File: src/rtl/sort_pulse_pkg.sv
// Shared types and defaults for the trapezoidal pulse generator.
package sort_pulse_pkg;

    localparam int DW = 14;
    localparam int CW = 16;
    localparam int MW = 16;

    // Full signed range of a 14-bit DAC sample.
    localparam int AMP_MAX = 8191;
    localparam int AMP_MIN = -8192;

    typedef enum logic [2:0] {
        IDLE,
        DELAY,
        RISE,
        HOLD,
        FALL
    } state_e;

endpackage

File: src/rtl/ramp_step.sv
// Moves acc one step toward target without passing it; shared by the rise and fall phases.
module ramp_step #(
    parameter int DW = sort_pulse_pkg::DW
) (
    input  logic signed [DW-1:0] acc_i,
    input  logic signed [DW-1:0] target_i,
    input  logic        [DW-2:0] step_i,
    output logic signed [DW-1:0] next_o,
    output logic                 at_target_o
);

    logic        [DW-2:0] step_eff;
    logic signed [DW:0]   acc_x;
    logic signed [DW:0]   tgt_x;
    logic signed [DW:0]   up;
    logic signed [DW:0]   dn;

    always_comb begin
        step_eff = (step_i == '0) ? (DW-1)'(1) : step_i;
        // One extra bit so acc +/- step can never wrap before the clamp.
        acc_x    = {acc_i[DW-1], acc_i};
        tgt_x    = {target_i[DW-1], target_i};
        up       = acc_x + $signed({2'b00, step_eff});
        dn       = acc_x - $signed({2'b00, step_eff});
        next_o   = target_i;
        if (tgt_x > acc_x) begin
            if (up < tgt_x) next_o = up[DW-1:0];
        end else if (dn > tgt_x) begin
            next_o = dn[DW-1:0];
        end
        at_target_o = (next_o == target_i);
    end

endmodule

File: src/rtl/sort_pulse_gen.sv
// Trapezoidal pulse generator: delay, ramp to amp, hold, ramp back to zero.
// channel2 is the saturated complement of channel1 for the two-channel DAC stage.
module sort_pulse_gen #(
    parameter int DW = sort_pulse_pkg::DW,
    parameter int CW = sort_pulse_pkg::CW,
    parameter int MW = sort_pulse_pkg::MW
) (
    input  logic                 clk,
    input  logic                 rst,
    input  logic                 trig,
    input  logic                 abort,
    input  logic signed [DW-1:0] cfg_amp,
    input  logic        [DW-2:0] cfg_step,
    input  logic        [CW-1:0] cfg_delay,
    input  logic        [CW-1:0] cfg_hold,
    output logic signed [DW-1:0] channel1,
    output logic signed [DW-1:0] channel2,
    output logic                 busy,
    output logic                 done,
    output logic        [MW-1:0] miss_cnt
);

    import sort_pulse_pkg::*;

    localparam logic signed [DW-1:0] S_MAX = {1'b0, {(DW-1){1'b1}}};
    localparam logic signed [DW-1:0] S_MIN = {1'b1, {(DW-1){1'b0}}};

    state_e               state_q, state_d;
    logic        [CW-1:0] cnt_q, cnt_d;
    logic signed [DW-1:0] acc_q, acc_d;
    logic signed [DW-1:0] ch2_q, ch2_d;
    logic                 done_q, done_d;
    logic        [MW-1:0] miss_q, miss_d;
    logic signed [DW-1:0] amp_q, amp_d;
    logic        [DW-2:0] step_q, step_d;
    logic        [CW-1:0] hold_q, hold_d;

    logic signed [DW-1:0] ramp_tgt;
    logic signed [DW-1:0] ramp_next;
    logic                 ramp_at;

    assign ramp_tgt = (state_q == FALL) ? '0 : amp_q;

    ramp_step #(.DW(DW)) u_ramp (
        .acc_i       (acc_q),
        .target_i    (ramp_tgt),
        .step_i      (step_q),
        .next_o      (ramp_next),
        .at_target_o (ramp_at)
    );

    always_comb begin
        // NOTE: every _d starts from its _q so no branch leaves a value unassigned (no latches).
        state_d = state_q;
        cnt_d   = cnt_q;
        acc_d   = acc_q;
        done_d  = 1'b0;
        miss_d  = miss_q;
        amp_d   = amp_q;
        step_d  = step_q;
        hold_d  = hold_q;

        if (state_q != IDLE && trig && !(&miss_q)) miss_d = miss_q + MW'(1);

        case (state_q)
            IDLE: begin
                if (trig && !abort) begin
                    amp_d   = cfg_amp;
                    step_d  = cfg_step;
                    hold_d  = cfg_hold;
                    cnt_d   = cfg_delay;
                    state_d = DELAY;
                end
            end
            DELAY: begin
                if (abort) begin
                    state_d = IDLE;
                    done_d  = 1'b1;
                end else if (cnt_q == '0) begin
                    state_d = RISE;
                end else begin
                    cnt_d = cnt_q - CW'(1);
                end
            end
            RISE: begin
                if (abort) begin
                    state_d = FALL;
                end else if (acc_q == amp_q) begin
                    state_d = HOLD;
                end else begin
                    acc_d = ramp_next;
                    if (ramp_at) begin
                        state_d = HOLD;
                        cnt_d   = hold_q;
                    end
                end
            end
            HOLD: begin
                if (abort || cnt_q == '0) state_d = FALL;
                else                      cnt_d   = cnt_q - CW'(1);
            end
            FALL: begin
                acc_d = ramp_next;
                if (ramp_at) begin
                    state_d = IDLE;
                    done_d  = 1'b1;
                end
            end
            default: state_d = IDLE;
        endcase

        // Registered from the same next value so both channels update on one edge.
        ch2_d = (acc_d == S_MIN) ? S_MAX : -acc_d;
    end

    always_ff @(posedge clk) begin
        // NOTE: state registers use non-blocking assignments only, so every flop samples pre-edge values.
        if (rst) begin
            state_q <= IDLE;
            cnt_q   <= '0;
            acc_q   <= '0;
            ch2_q   <= '0;
            done_q  <= 1'b0;
            miss_q  <= '0;
            amp_q   <= '0;
            step_q  <= '0;
            hold_q  <= '0;
        end else begin
            state_q <= state_d;
            cnt_q   <= cnt_d;
            acc_q   <= acc_d;
            ch2_q   <= ch2_d;
            done_q  <= done_d;
            miss_q  <= miss_d;
            amp_q   <= amp_d;
            step_q  <= step_d;
            hold_q  <= hold_d;
        end
    end

    assign channel1 = acc_q;
    assign channel2 = ch2_q;
    assign busy     = (state_q != IDLE);
    assign done     = done_q;
    assign miss_cnt = miss_q;

endmodule

File: config.mk
export PLATFORM = sky130hd
export DESIGN_NAME = sort_pulse_gen
export DESIGN_NICKNAME = d
export VERILOG_FILES = /design/src/rtl/sort_pulse_pkg.sv /design/src/rtl/ramp_step.sv /design/src/rtl/sort_pulse_gen.sv
export SDC_FILE = /design/constraint.sdc
export NUM_CORES = 1
export LEC_CHECK = 0
export CAP_MARGIN = 15
export CORE_MARGIN = 8
export CORE_UTILIZATION = 58
export CTS_BUF_LIST = sky130_fd_sc_hd__clkbuf_8
export DETAILED_ROUTE_END_ITERATION = 10
export HOLD_SLACK_MARGIN = 0.02
export PLACE_DENSITY = 0.83
export SETUP_SLACK_MARGIN = 0.2
export SLEW_MARGIN = 20
export SYNTH_ARGS = -nofsm -noshare
export SYNTH_HDL_FRONTEND = slang
export SYNTH_SLANG_ARGS = --single-unit
File: constraint.sdc
create_clock -name clk -period 7.05 [get_ports clk]
set_input_delay 1.41 -clock clk [delete_from_list [all_inputs] [get_ports clk]]
set_output_delay 1.41 -clock clk [all_outputs]
set_load 0.1 [all_outputs]
==> results.toml <==
[outcome]
run_status = "completed"

[finish]
ff_latch_area_sq_um = 2140
diodes = 0
nFillCells = 1259
multi_input_area_sq_um = 5890
final_nets = 1345
final_area_sq_um = 9920
final_util_pct = 68.5
fin_cells = 1392
syn_to_final_growth_pct = 16.1
drive_gt1_share_pct = 5.88

[hold_path]
hold_class = "reg -> reg"
hold_path_depth = 2
hp-start = "hold_q[3]$_SDFFE_PP0P_"
holdPathEnd = "hold_q[3]$_SDFFE_PP0P_"

[cts]
h-tree-depth = 3
clk_path_buf_depth = 2
cts_tree = "done"
cts_hold_buf = 0
cts.sinks = 107
clkSlewWorstSetupHoldPaths_ns = 0.10
clock_latency_ns = 0.39
root_buffer = "clkbuf_8"
cts_made_buffers = 9

[worst_setup_path]
cp_max_fo = 10
end_kind = "register"
reg2reg_depth = 24
startpoint = "step_q[6]$_SDFFE_PP0P_"
worstSetupPathType = "reg -> reg"
critPathRequiredTime_ns = 7.37
start_kind = "register"
rrSetupSlack_ns = 0.63
arrival_ns = 6.74
timing.rr.end = "channel2[1]$_SDFF_PP0_"
rr_startpoint = "step_q[6]$_SDFFE_PP0P_"

[drt]
drt_first_pass_iters = 5
final_antenna_net_count = 0
drt_wl_total_mm = 26.2
wl_per_cell_um = 18.8
via_count = 8450
drt_iter0_drc = 730
vias_per_cell = 6.07
route.detailed.drc = 0

[yosys]
syn_inst = 1137
ys_seq_area_share_pct = 25.1
yosysUniqueCellTypes = 85
ys.warnings.count = 0
synth_common_cells = "nand2_1, a21oi_1, dfxtp_1"
yosys-top-cells-area = "dfxtp_1, ha_1, a21oi_1"
ys.flop_type = "dfxtp_1"
syn-mean-instance-area_sq_um = 7.51
synth_most_common_cell = "nand2_1"
synthesis.nets = 1279
synthArstFlopShare_pct = 0
synth_top_area_cell = "dfxtp_1"
synth_edf_count = 0
yosys.area.top_type_share_pct = 25.1
synth_seq_cells = 107
syn_area_sq_um = 8540

[floorplan]
io-pin-count = 109
core_sq_um = 14500
dieArea_sq_um = 18900
die-width_um = 137
start_util_pct = 59.0
fp.dieH_um = 137
fp-row-count = 44

[timing]
setup_viol = 0
worst_slew_pin_slew_ns = 1.02
relSlewSlack_pct = 31.9
fin_skew_ns = 0.0101
slew_viol_final = 0
post-route-period-util_pct = 91.1
whs_ns = 0.462
fmax_mhz = 156
rsz0062_at_grt = "false"
hold_viol = 0
fin_crit_ns = 6.42
fin_tns_setup_ns = 0

[global_routing]
grt_use_total_pct = 28.1
grt_pass1_wl_mm = 41.8
grt_pass1_vias = 7949
grt_overflow_total = 0
grt_max_degree = 57
grt_antenna_before_repair = 0

[placement]
placed_area_sq_um = 9690
placed_cells = 1375
port_buffers = 108
hpwl_mm = 20.6
place_congestion = 1.04

[power_and_ir_drop]
vdd.ir_drop.worst_uv = 204
leakage_nw = 4.09
p_per_area_nw_per_um2 = 370

[run]
drv_cap = 0
-- routing by layer --
metal	GRT usage, %	up-vias	wire length (um)
met5	0	-	0
met3	5.07	52	2350
met2	44.7	404	11800
met1	37.1	3901	11200
li1	-	4093	-
met4	10.4	0	801
-- through the flow --
| stage | setup WS [ns] | power, W |
|---|---|---|
| floorplan | 0.931 | 0.00264 |
| global placement | 0.867 | 0.00319 |
| detailed placement | 0.574 | 0.00322 |
| CTS | 0.536 | 0.00361 |
| global route | 0.236 | 0.00391 |
| finish | 0.626 | 0.00367 |
-- power breakdown --
part	switching, W	internal (W)	leakage (nW)
clock	0.000219	0.000164	0.104
sequential	0.0000795	0.000705	0.870
combinational	0.00157	0.000928	3.11
total	0.00187	0.00180	4.09
-- how the worst max path moves through the flow --
| stage | slack [ns] | end | cells after the start |
|---|---|---|---|
| finish | 0.63 | channel2[1]$_SDFF_PP0_ | 24 |
| global route | 0.24 | channel2[1]$_SDFF_PP0_ | 26 |
| CTS | 0.54 | channel2[13]$_SDFF_PP0_ | 24 |
| detailed placement | 0.57 | channel2[13]$_SDFF_PP0_ | 24 |
| global placement | 0.87 | channel2[13]$_SDFF_PP0_ | 25 |
| floorplan | 0.93 | channel2[13]$_SDFF_PP0_ | 19 |
-- kinds of logic (layout without fill, tap and decap cells) --
kind of cell / Yosys count / after routing / share of synthesized area, %
adders and majority gates: 79 / 79 / 11.7
buffers and inverters: 144 / 215 / 6.59
muxes: 27 / 27 / 3.25
and+or+nand+nor: 411 / 411 / 22.8
AOI/OAI and AO/OA: 289 / 289 / 22.0
DFF: 107 / 107 / 25.1
xor gates and xnor gates: 80 / 80 / 8.61
-- cells in the final DEF, fill, tap and decap left out, types with 23 or more instances in the layout --
| cell type | netlist | layout |
|---|---|---|
| xnor2_1 | 54 | 54 |
| inv_1 | 73 | 75 |
| xor2_1 | 23 | 23 |
| nor2_1 | 100 | 98 |
| nand2_1 | 158 | 158 |
| a21oi_1 | 136 | 136 |
| dfxtp_1 | 107 | 107 |
| o21ai_0 | 37 | 37 |
| ha_1 | 77 | 77 |
| clkdlybuf4s50_1 | 0 | 107 |
-- flip-flops by register name, summed over array words and instances (netlist names) --
signal	flops
channel1	14
step_q	13
miss_cnt	16
done	1
hold_q	16
state_q	3
cnt_q	16
channel2	14
amp_q	14
-- timing repair --
| action | in CTS | in global routing |
|---|---|---|
| setup buffers | 0 | 1 |
| endpoints found under the setup margin | 0 | 12 |
| gates resized for setup | 0 | 5 |
-- critical path: stages, from the launching register on --
cell      delay [ns]
dfxtp_1         0.38
inv_1           0.09
nand4_1         0.12
nor4_1          0.07
a31o_2          0.26
ha_1            0.22
fa_1            0.40
nand2b_1        0.18
a21oi_1         0.37
o21ai_1         0.17
a31oi_1         0.35
a21o_1          0.18
nand2_1         0.06
ha_1            0.50
nand3_1         0.16
nor3_2          0.34
o31ai_1         0.24
a31oi_4         0.34
buf_4           0.23
mux2_2          0.35
a221oi_2        0.35
o31ai_1         0.17
nor3_1          0.32
nand2b_1        0.30
a21oi_1         0.21
-- cell type report --
type,instances,share of cell area [%]
clock inverters,7,0.706
clock buffers,9,1.25
inverters,78,2.95
repair buffers,121,11.9
well taps,184,2.32
multi-input cells,886,59.3
flip-flops and latches,107,21.6
(Power assumes the default switching activity.)
